[config.mk]
export PLATFORM = sky130hd
export DESIGN_NAME = sharp_frame_sequencer
export DESIGN_NICKNAME = d
export VERILOG_FILES = /design/src/rtl/sharp_frame_sequencer.sv
export SDC_FILE = /design/constraint.sdc
export NUM_CORES = 1
export LEC_CHECK = 0
export BUFFER_PORTS_ARGS = -buffer_cell sky130_fd_sc_hd__buf_2
export CAP_MARGIN = 30
export CORE_MARGIN = 3
export CORE_UTILIZATION = 35
export CTS_CLUSTER_DIAMETER = 120
export CTS_CLUSTER_SIZE = 24
export DETAILED_ROUTE_END_ITERATION = 12
export GPL_TIMING_DRIVEN = 0
export RECOVER_POWER = 50
export SLEW_MARGIN = 10
export SYNTH_ARGS = -nofsm -noshare
export SYNTH_HDL_FRONTEND = slang
export SYNTH_SLANG_ARGS = --single-unit
[constraint.sdc]
create_clock -name clk_12mhz -period 10.81 [get_ports clk_12mhz]
set_input_delay 2.162 -clock clk_12mhz [delete_from_list [all_inputs] [get_ports clk_12mhz]]
set_output_delay 2.162 -clock clk_12mhz [all_outputs]
set_load 0.1 [all_outputs]
[src/rtl/sharp_frame_sequencer.sv]
// Frame sequencer for the LS013B7DH01 memory LCD: walks lines from the framebuffer into the line transmitter.
// Define SHARP_EXTCOMIN_EN for hardware VCOM (EXTCOMIN pin); otherwise VCOM travels in the M1 mode bit.
module sharp_frame_sequencer #(
  parameter int NUM_LINES = 168,
  parameter int LINE_BITS = 144,
  parameter int VCOM_DIV  = 200000
) (
  input  logic                 clk_12mhz,
  input  logic                 rst,
  input  logic                 frame_req,
  input  logic                 clear_req,
  output logic                 frame_busy,
  output logic                 frame_done,
  output logic [7:0]           fb_addr,
  output logic                 fb_rd,
  input  logic [LINE_BITS-1:0] fb_data,
  output logic                 tx_start,
  output logic [2:0]           tx_mode,
  output logic [7:0]           tx_addr,
  output logic [LINE_BITS-1:0] tx_data,
  input  logic                 tx_busy,
  output logic                 vcom
);

  localparam int VW = (VCOM_DIV > 1) ? $clog2(VCOM_DIV) : 1;

  typedef enum logic [2:0] {
    S_IDLE,
    S_FETCH,
    S_CAPTURE,
    S_SEND,
    S_WAIT_TX,
    S_CLEAR_SEND,
    S_CLEAR_WAIT,
    S_DONE
  } state_t;

  state_t                 r_state;
  state_t                 w_next;
  logic [7:0]             r_line;
  logic                   r_wait_first;
  logic                   r_frame_pend;
  logic                   r_clear_pend;
  logic [LINE_BITS-1:0]   r_line_buf;
  logic [VW-1:0]          r_vcnt;
  logic                   r_vcom_state;

  logic                   r_frame_busy;
  logic                   r_frame_done;
  logic [7:0]             r_fb_addr;
  logic                   r_fb_rd;
  logic                   r_tx_start;
  logic [2:0]             r_tx_mode;
  logic [7:0]             r_tx_addr;
  logic [LINE_BITS-1:0]   r_tx_data;

  logic                   w_frame_pend;
  logic                   w_clear_pend;
  logic                   w_accept_frame;
  logic                   w_accept_clear;
  logic                   w_fire_line;
  logic                   w_fire_clear;
  logic                   w_line_inc;
  logic                   w_wait_done;
  logic                   w_m1;

`ifdef SHARP_EXTCOMIN_EN
  assign w_m1 = 1'b0;
  assign vcom = r_vcom_state;
`else
  assign w_m1 = r_vcom_state;
  assign vcom = 1'b0;
`endif

  assign w_frame_pend = r_frame_pend | frame_req;
  assign w_clear_pend = r_clear_pend | clear_req;
  assign w_wait_done  = !r_wait_first && !tx_busy;

  always_comb begin
    w_next         = r_state;
    w_accept_frame = 1'b0;
    w_accept_clear = 1'b0;
    w_fire_line    = 1'b0;
    w_fire_clear   = 1'b0;
    w_line_inc     = 1'b0;
    case (r_state)
      S_IDLE: begin
        if (w_clear_pend) begin
          w_accept_clear = 1'b1;
          w_next         = S_CLEAR_SEND;
        end else if (w_frame_pend) begin
          w_accept_frame = 1'b1;
          w_next         = S_FETCH;
        end
      end
      S_FETCH:   w_next = S_CAPTURE;
      S_CAPTURE: w_next = S_SEND;
      S_SEND: begin
        if (!tx_busy) begin
          w_fire_line = 1'b1;
          w_next      = S_WAIT_TX;
        end
      end
      S_WAIT_TX: begin
        if (w_wait_done) begin
          if (r_line == 8'(NUM_LINES)) begin
            w_next = S_DONE;
          end else begin
            w_line_inc = 1'b1;
            w_next     = S_FETCH;
          end
        end
      end
      S_CLEAR_SEND: begin
        if (!tx_busy) begin
          w_fire_clear = 1'b1;
          w_next       = S_CLEAR_WAIT;
        end
      end
      S_CLEAR_WAIT: begin
        if (w_wait_done) w_next = S_DONE;
      end
      S_DONE:  w_next = S_IDLE;
      default: w_next = S_IDLE;
    endcase
  end

  always_ff @(posedge clk_12mhz or posedge rst) begin
    if (rst) begin
      r_state      <= S_IDLE;
      r_line       <= 8'd1;
      r_wait_first <= 1'b0;
      r_frame_pend <= 1'b0;
      r_clear_pend <= 1'b0;
      r_line_buf   <= '0;
    end else begin
      r_state      <= w_next;
      r_wait_first <= w_fire_line | w_fire_clear;
      r_frame_pend <= w_accept_frame ? 1'b0 : w_frame_pend;
      r_clear_pend <= w_accept_clear ? 1'b0 : w_clear_pend;
      if (w_accept_frame)
        r_line <= 8'd1;
      else if (w_line_inc)
        r_line <= r_line + 8'd1;
      if (r_state == S_CAPTURE)
        r_line_buf <= fb_data;
    end
  end

  // Captured line is staged and moved to tx_data only at tx_start, so the
  // payload never changes under a busy transmitter.
  always_ff @(posedge clk_12mhz or posedge rst) begin
    if (rst) begin
      r_frame_busy <= 1'b0;
      r_frame_done <= 1'b0;
      r_fb_addr    <= '0;
      r_fb_rd      <= 1'b0;
      r_tx_start   <= 1'b0;
      r_tx_mode    <= '0;
      r_tx_addr    <= '0;
      r_tx_data    <= '0;
    end else begin
      r_fb_rd      <= (w_next == S_FETCH);
      r_tx_start   <= w_fire_line | w_fire_clear;
      r_frame_done <= (w_next == S_DONE);
      if (w_next == S_FETCH)
        r_fb_addr <= w_accept_frame ? 8'd0 : r_line;
      if (w_accept_frame || w_accept_clear)
        r_frame_busy <= 1'b1;
      else if (w_next == S_DONE)
        r_frame_busy <= 1'b0;
      if (w_fire_line) begin
        r_tx_mode <= {1'b0, w_m1, 1'b1};
        r_tx_addr <= r_line;
        r_tx_data <= r_line_buf;
      end else if (w_fire_clear) begin
        r_tx_mode <= {1'b1, w_m1, 1'b0};
        r_tx_addr <= '0;
        r_tx_data <= '0;
      end
    end
  end

  always_ff @(posedge clk_12mhz or posedge rst) begin
    if (rst) begin
      r_vcnt       <= '0;
      r_vcom_state <= 1'b0;
    end else if (r_vcnt == VW'(VCOM_DIV - 1)) begin
      r_vcnt       <= '0;
      r_vcom_state <= ~r_vcom_state;
    end else begin
      r_vcnt <= r_vcnt + 1'b1;
    end
  end

  assign frame_busy = r_frame_busy;
  assign frame_done = r_frame_done;
  assign fb_addr    = r_fb_addr;
  assign fb_rd      = r_fb_rd;
  assign tx_start   = r_tx_start;
  assign tx_mode    = r_tx_mode;
  assign tx_addr    = r_tx_addr;
  assign tx_data    = r_tx_data;

endmodule
==> Word level (Yosys, flattened, before mapping) <==
Index checks and enable logic that the tools add are counted.
{ "totals": {"output_inout_bits": 168, "regBits": 343, "in_bits": 149} }
{ "classes": {"bitwise_logic": 4, "mux": 33, "n_addsub": 2, "n_reduce_logical": 8, "n_eq_ne": 11} }
{ "op_table": {"columns": ["operator", "n"], "rows": [
  ["$mux 144", 2],
  ["$mux 8", 5],
  ["$mux 3", 9],
  ["$pmux 3 s8", 1],
  ["$add 18x1->18 const B", 1],
  ["$eq 18x18->1 const B", 1],
  ["$mux 18", 1],
  ["$eq 3x3->1 const B", 5],
  ["$mux 1", 15],
  ["$add 8x1->8 const B", 1],
  ["$eq 8x8->1 const B", 1],
  ["$eq 3x1->1 const B", 2],
  ["$eq 3x2->1 const B", 2],
  ["$reduce_bool 2->1", 3],
  ["$logic_not 3->1", 1],
  ["$or 1x1->1", 3],
  ["$logic_not 1->1", 2],
  ["$logic_and 1x1->1", 1],
  ["$logic_or 1x1->1", 1],
  ["$not 1->1", 1]
]} }

==> Depth between registers and ports, before layout <==
{ "logic_depth": {"word_depth": 7, "depth_mapped": 8, "mapped_depth_nobuf": 7} }

==> Worst setup path after synthesis <==
Ideal clock, no wire load.
{ "synth_timing": {"kind": "input-to-reg", "startpoint": "in clear_req", "endpoint": "reg r_fb_addr[3], in the netlist fb_addr[3]", "stages": 5, "required_time_ns": 10.685, "path_buffers": 0, "slack_ns": 7.133, "t_arrival_ns": 3.551, "path_cell_list": "or2_2 a22oi_4 o22ai_4 nor3_4 mux2_2"} }
{ "synth_via": {"elab_chain_cells": 4, "elab_cells_between_ends": 7, "classes_between": "eq/ne (1); mux (5); bitwise (1)"} }
{ "synth_rtl": {"columns": ["element", "line_no", "rtl"], "rows": [
  ["start, declared", "11", "input logic clear_req,"],
  ["$or 1x1->1", "76", "assign w_clear_pend = r_clear_pend | clear_req;"],
  ["$mux 3", "88", "if (w_clear_pend) begin"],
  ["$pmux 3 s8", "86", "case (r_state)"],
  ["net w_next[2]", "39", "state_t w_next;"],
  ["$eq 3x1->1", "166", "if (w_next == S_FETCH)"],
  ["end signal, assigned", "167", "r_fb_addr <= w_accept_frame ? 8'd0 : r_line;"],
  ["end, declared", "50", "logic [7:0] r_fb_addr;"]
]} }
The timed path passes the listed nets, and every way through them passes these cells.
A chain may end at the register's enable or synchronous reset.

==> flow_metrics.tcl <==
set metrics [dict create \
    firstDrtPassIters 6 \
    slowest_stage "clkbuf_1" \
    synth_area_leader_cell "dfrtp_1" \
    place.gp.congestion 0.834 \
    insertion_delay_ps 520 \
    synthMuxAreaShare_pct 13.7 \
    area_growth_pct 21.0 \
    setup_viol 0 \
    grt-ovfl-total 0 \
    synthCells 870 \
    slew_violations 234 \
    status "finished, violations left" \
    start_kind "input port" \
    tightestPinTransition_ps 1970 \
    synth_top_family_by_area "multiplexers" \
    fin_crit_ps 6450 \
    yosysUniqueCellTypes 43 \
    rsz0062_at_grt "false" \
    ctsRootBufferMaster "clkbuf_16" \
    clkSinkCount 343 \
    drt-initial-drc-count 333 \
    synth_nets 1022 \
    ys_seq_elements 343 \
    r2r_end "r_line_buf[22]" \
    critPathBufInv 7 \
    dp.cells 1658 \
    r2r_cells 6 \
    path_common_cell "clkbuf_1" \
    ys_seq_area_share_pct 66.5 \
    hold_buffers 0 \
    dieArea_um2 39200 \
    grt_max_degree 38 \
    cp_max_fo 37 \
    r2r_slack_ps 7110 \
    fp.coreArea_um2 36000 \
    max_freq_mhz 155 \
    cp.arrival_ps 7160 \
    rr_startpoint "r_state[1]" \
    synth_compound_area_share_pct 11.8 \
    routed_via_density 5.01 \
    grt_antenna_before_repair 4 \
    cts_setup_buffers 0 \
    initial_core_util_pct 35.9 \
    wl_mm 32.0 \
    postRouteAntennaNets 0 \
    syn_area_per_cell_um2 14.8 \
    yosys-top-cells-area "dfrtp_1, mux2_2, a22o_1" \
    die_y_um 198 \
    criticalPathCategory "in -> async" \
    die_w_um 198 \
    finalNetCount 1369 \
    drc 0 \
    fillers 3346 \
    synth_simple_gate_area_share_pct 4.35 \
    drv_cap 7 \
    port_buffers 315 \
    fin_cells 1686 \
    synth-adder-area-share_pct 0.291 \
    worstPathRequired_ps 11520 \
    rows 69 \
    dp_hpwl_mm 23.6 \
    crit_path_end_kind "async pin" \
    drive_gt1_share_pct 41.4 \
    cts-htree-levels 1 \
    whs_endpoint "r_vcnt[4]" \
    critPathMaxStageDelay_ps 1470 \
    fin_crit_sh_pct 59.7 \
    worstHoldPathCells 1 \
    critical-path-top-delay-family "buffers and inverters" \
    slew_headroom_pct -31.6 \
    synthXorXnorAreaFrac_pct 1.15 \
    cp_cell_sequence "buf_2, clkinvlp_2, clkbuf_1, clkbuf_1, clkbuf_1, buf_12, buf_12" \
    synth_top_area_share_pct 66.3 \
    ys_warn_count 0 \
    cts_buffers 18 \
    vias 8447 \
    clock_skew_ps 15.1 \
    route.detailed.wl_per_inst_um 19.0 \
    grt_use_total_pct 16.0 \
    syn_area_um2 12900 \
    clockBufferDepth 3 \
    setup-tns-final_ps 0 \
    cts_resized 0 \
    path_clk_slew_ps 90 \
    violations "capacitance limit, slew limit" \
    grt_pass1_wl_mm 49.9 \
    io_pins 317 \
    grt_pass1_vias 8770 \
    finalHoldViolCount 0 \
    hold_class "reg -> reg" \
    hold_start "r_vcnt[4]" \
    cts_tree "yes" \
]
[worst max path at each step]
| stage | startpoint | to | slack [ps] | depth (start not counted) |
|---|---|---|---|---|
| finish | rst | r_line_buf[69] | 4360 | 7 |
| global route | rst | tx_data[70] | 3380 | 7 |
| CTS | tx_busy | tx_mode[1] | 6790 | 8 |
| detailed placement | tx_busy | tx_mode[1] | 6230 | 8 |
| global placement | rst | tx_data[74] | 1920 | 2 |
| floorplan | rst | fb_addr[0] | 4060 | 1 |
[area by class of cell]
type	count	area, um^2	area share [%]
clock inverters	1	20.0	0.128
plain buffers	55	218	1.39
clock buffers	25	498	3.19
multi-input cells	462	4020	25.7
repair buffers	327	1660	10.6
diodes	2	5.00	0.0320
flip-flops and latches	343	8580	54.9
well taps	461	577	3.69
inverters	10	38.8	0.248
[kinds of logic (layout without fill, tap and decap cells)]
kind of cell,Yosys count,after routing
adders and majority gates,3,3
buffers and inverters,65,418
other,1,3
and+or+nand+nor,109,109
DFF,343,343
AOI/OAI and AO/OA,174,174
muxes,158,158
xor gates and xnor gates,17,17
[through the flow]
stage	util [%]	setup WS [ps]	cell area, um^2	hold slack, ps
after detailed placement	42.5	6230	15300	460
after global routing	43.4	3380	15600	494
after floorplan	-	4060	12900	439
final	43.4	4360	15600	469
after global placement	41.9	1920	15100	455
after CTS	44.0	6790	15800	477
[worst reg2reg max path, stage by stage, from the launching register on]
cell      delay (ps)
dfrtp_1          430
clkbuf_1         410
nand2b_1         130
nor2_1          1010
clkbuf_1         680
clkbuf_1         520
mux2_2           400
[state kept, by name, summed over array words and instances, names as in the netlist]
name / flops
tx_mode: 3
frame_done: 1
tx_start: 1
r_vcom_state: 1
r_clear_pend: 1
fb_addr: 8
tx_data: 144
r_line: 8
frame_busy: 1
r_vcnt: 18
r_line_buf: 144
fb_rd: 1
r_state: 3
tx_addr: 8
r_frame_pend: 1
[routing by layer]
| metal | routed length (um) | GRT usage [%] | part of all wire [%] | vias up |
|---|---|---|---|---|
| met5 | 34 | 0 | 0.11 | - |
| met4 | 808 | 3.75 | 2.5 | 4 |
| met3 | 1810 | 3.64 | 5.6 | 43 |
| met2 | 15500 | 26.5 | 48 | 209 |
| met1 | 13900 | 21.5 | 43 | 4326 |
| li1 | - | - | - | 3865 |
[Yosys cell counts (all sizes together)]
library cell / n
a22o: 152
o21ai: 5
nor4: 6
a21oi: 6
xnor2: 7
nor2: 31
or2: 2
nor3b: 1
buf: 32
nand4: 6
nand2: 22
or4: 1
nand2b: 3
xor2: 10
ha: 3
nor2b: 2
inv: 10
o2111ai: 1
o21a: 1
mux2: 154
o41a: 1
o221ai: 3
nand4b: 1
and3: 3
nor4b: 1
dfrtp: 342
nor3: 11
o32ai: 1
clkbuf: 23
dfstp: 1
conb: 1
a22oi: 1
and4: 2
and2: 4
nand3: 10
or3: 3
o22ai: 3
mux2i: 4
[cells in the final DEF, fill, tap and decap left out, drive strengths merged, types with 7 or more instances in the layout]
cell and n:
dfrtp 342, buf 334, mux2 154, a22o 152
clkbuf 73, nor2 31, nand2 22, nor3 11
xor2 10, nand3 10, inv 10, xnor2 7
Power is not shown: default switching activity piles up to over one toggle a cycle in this logic, so the estimate is an artifact.
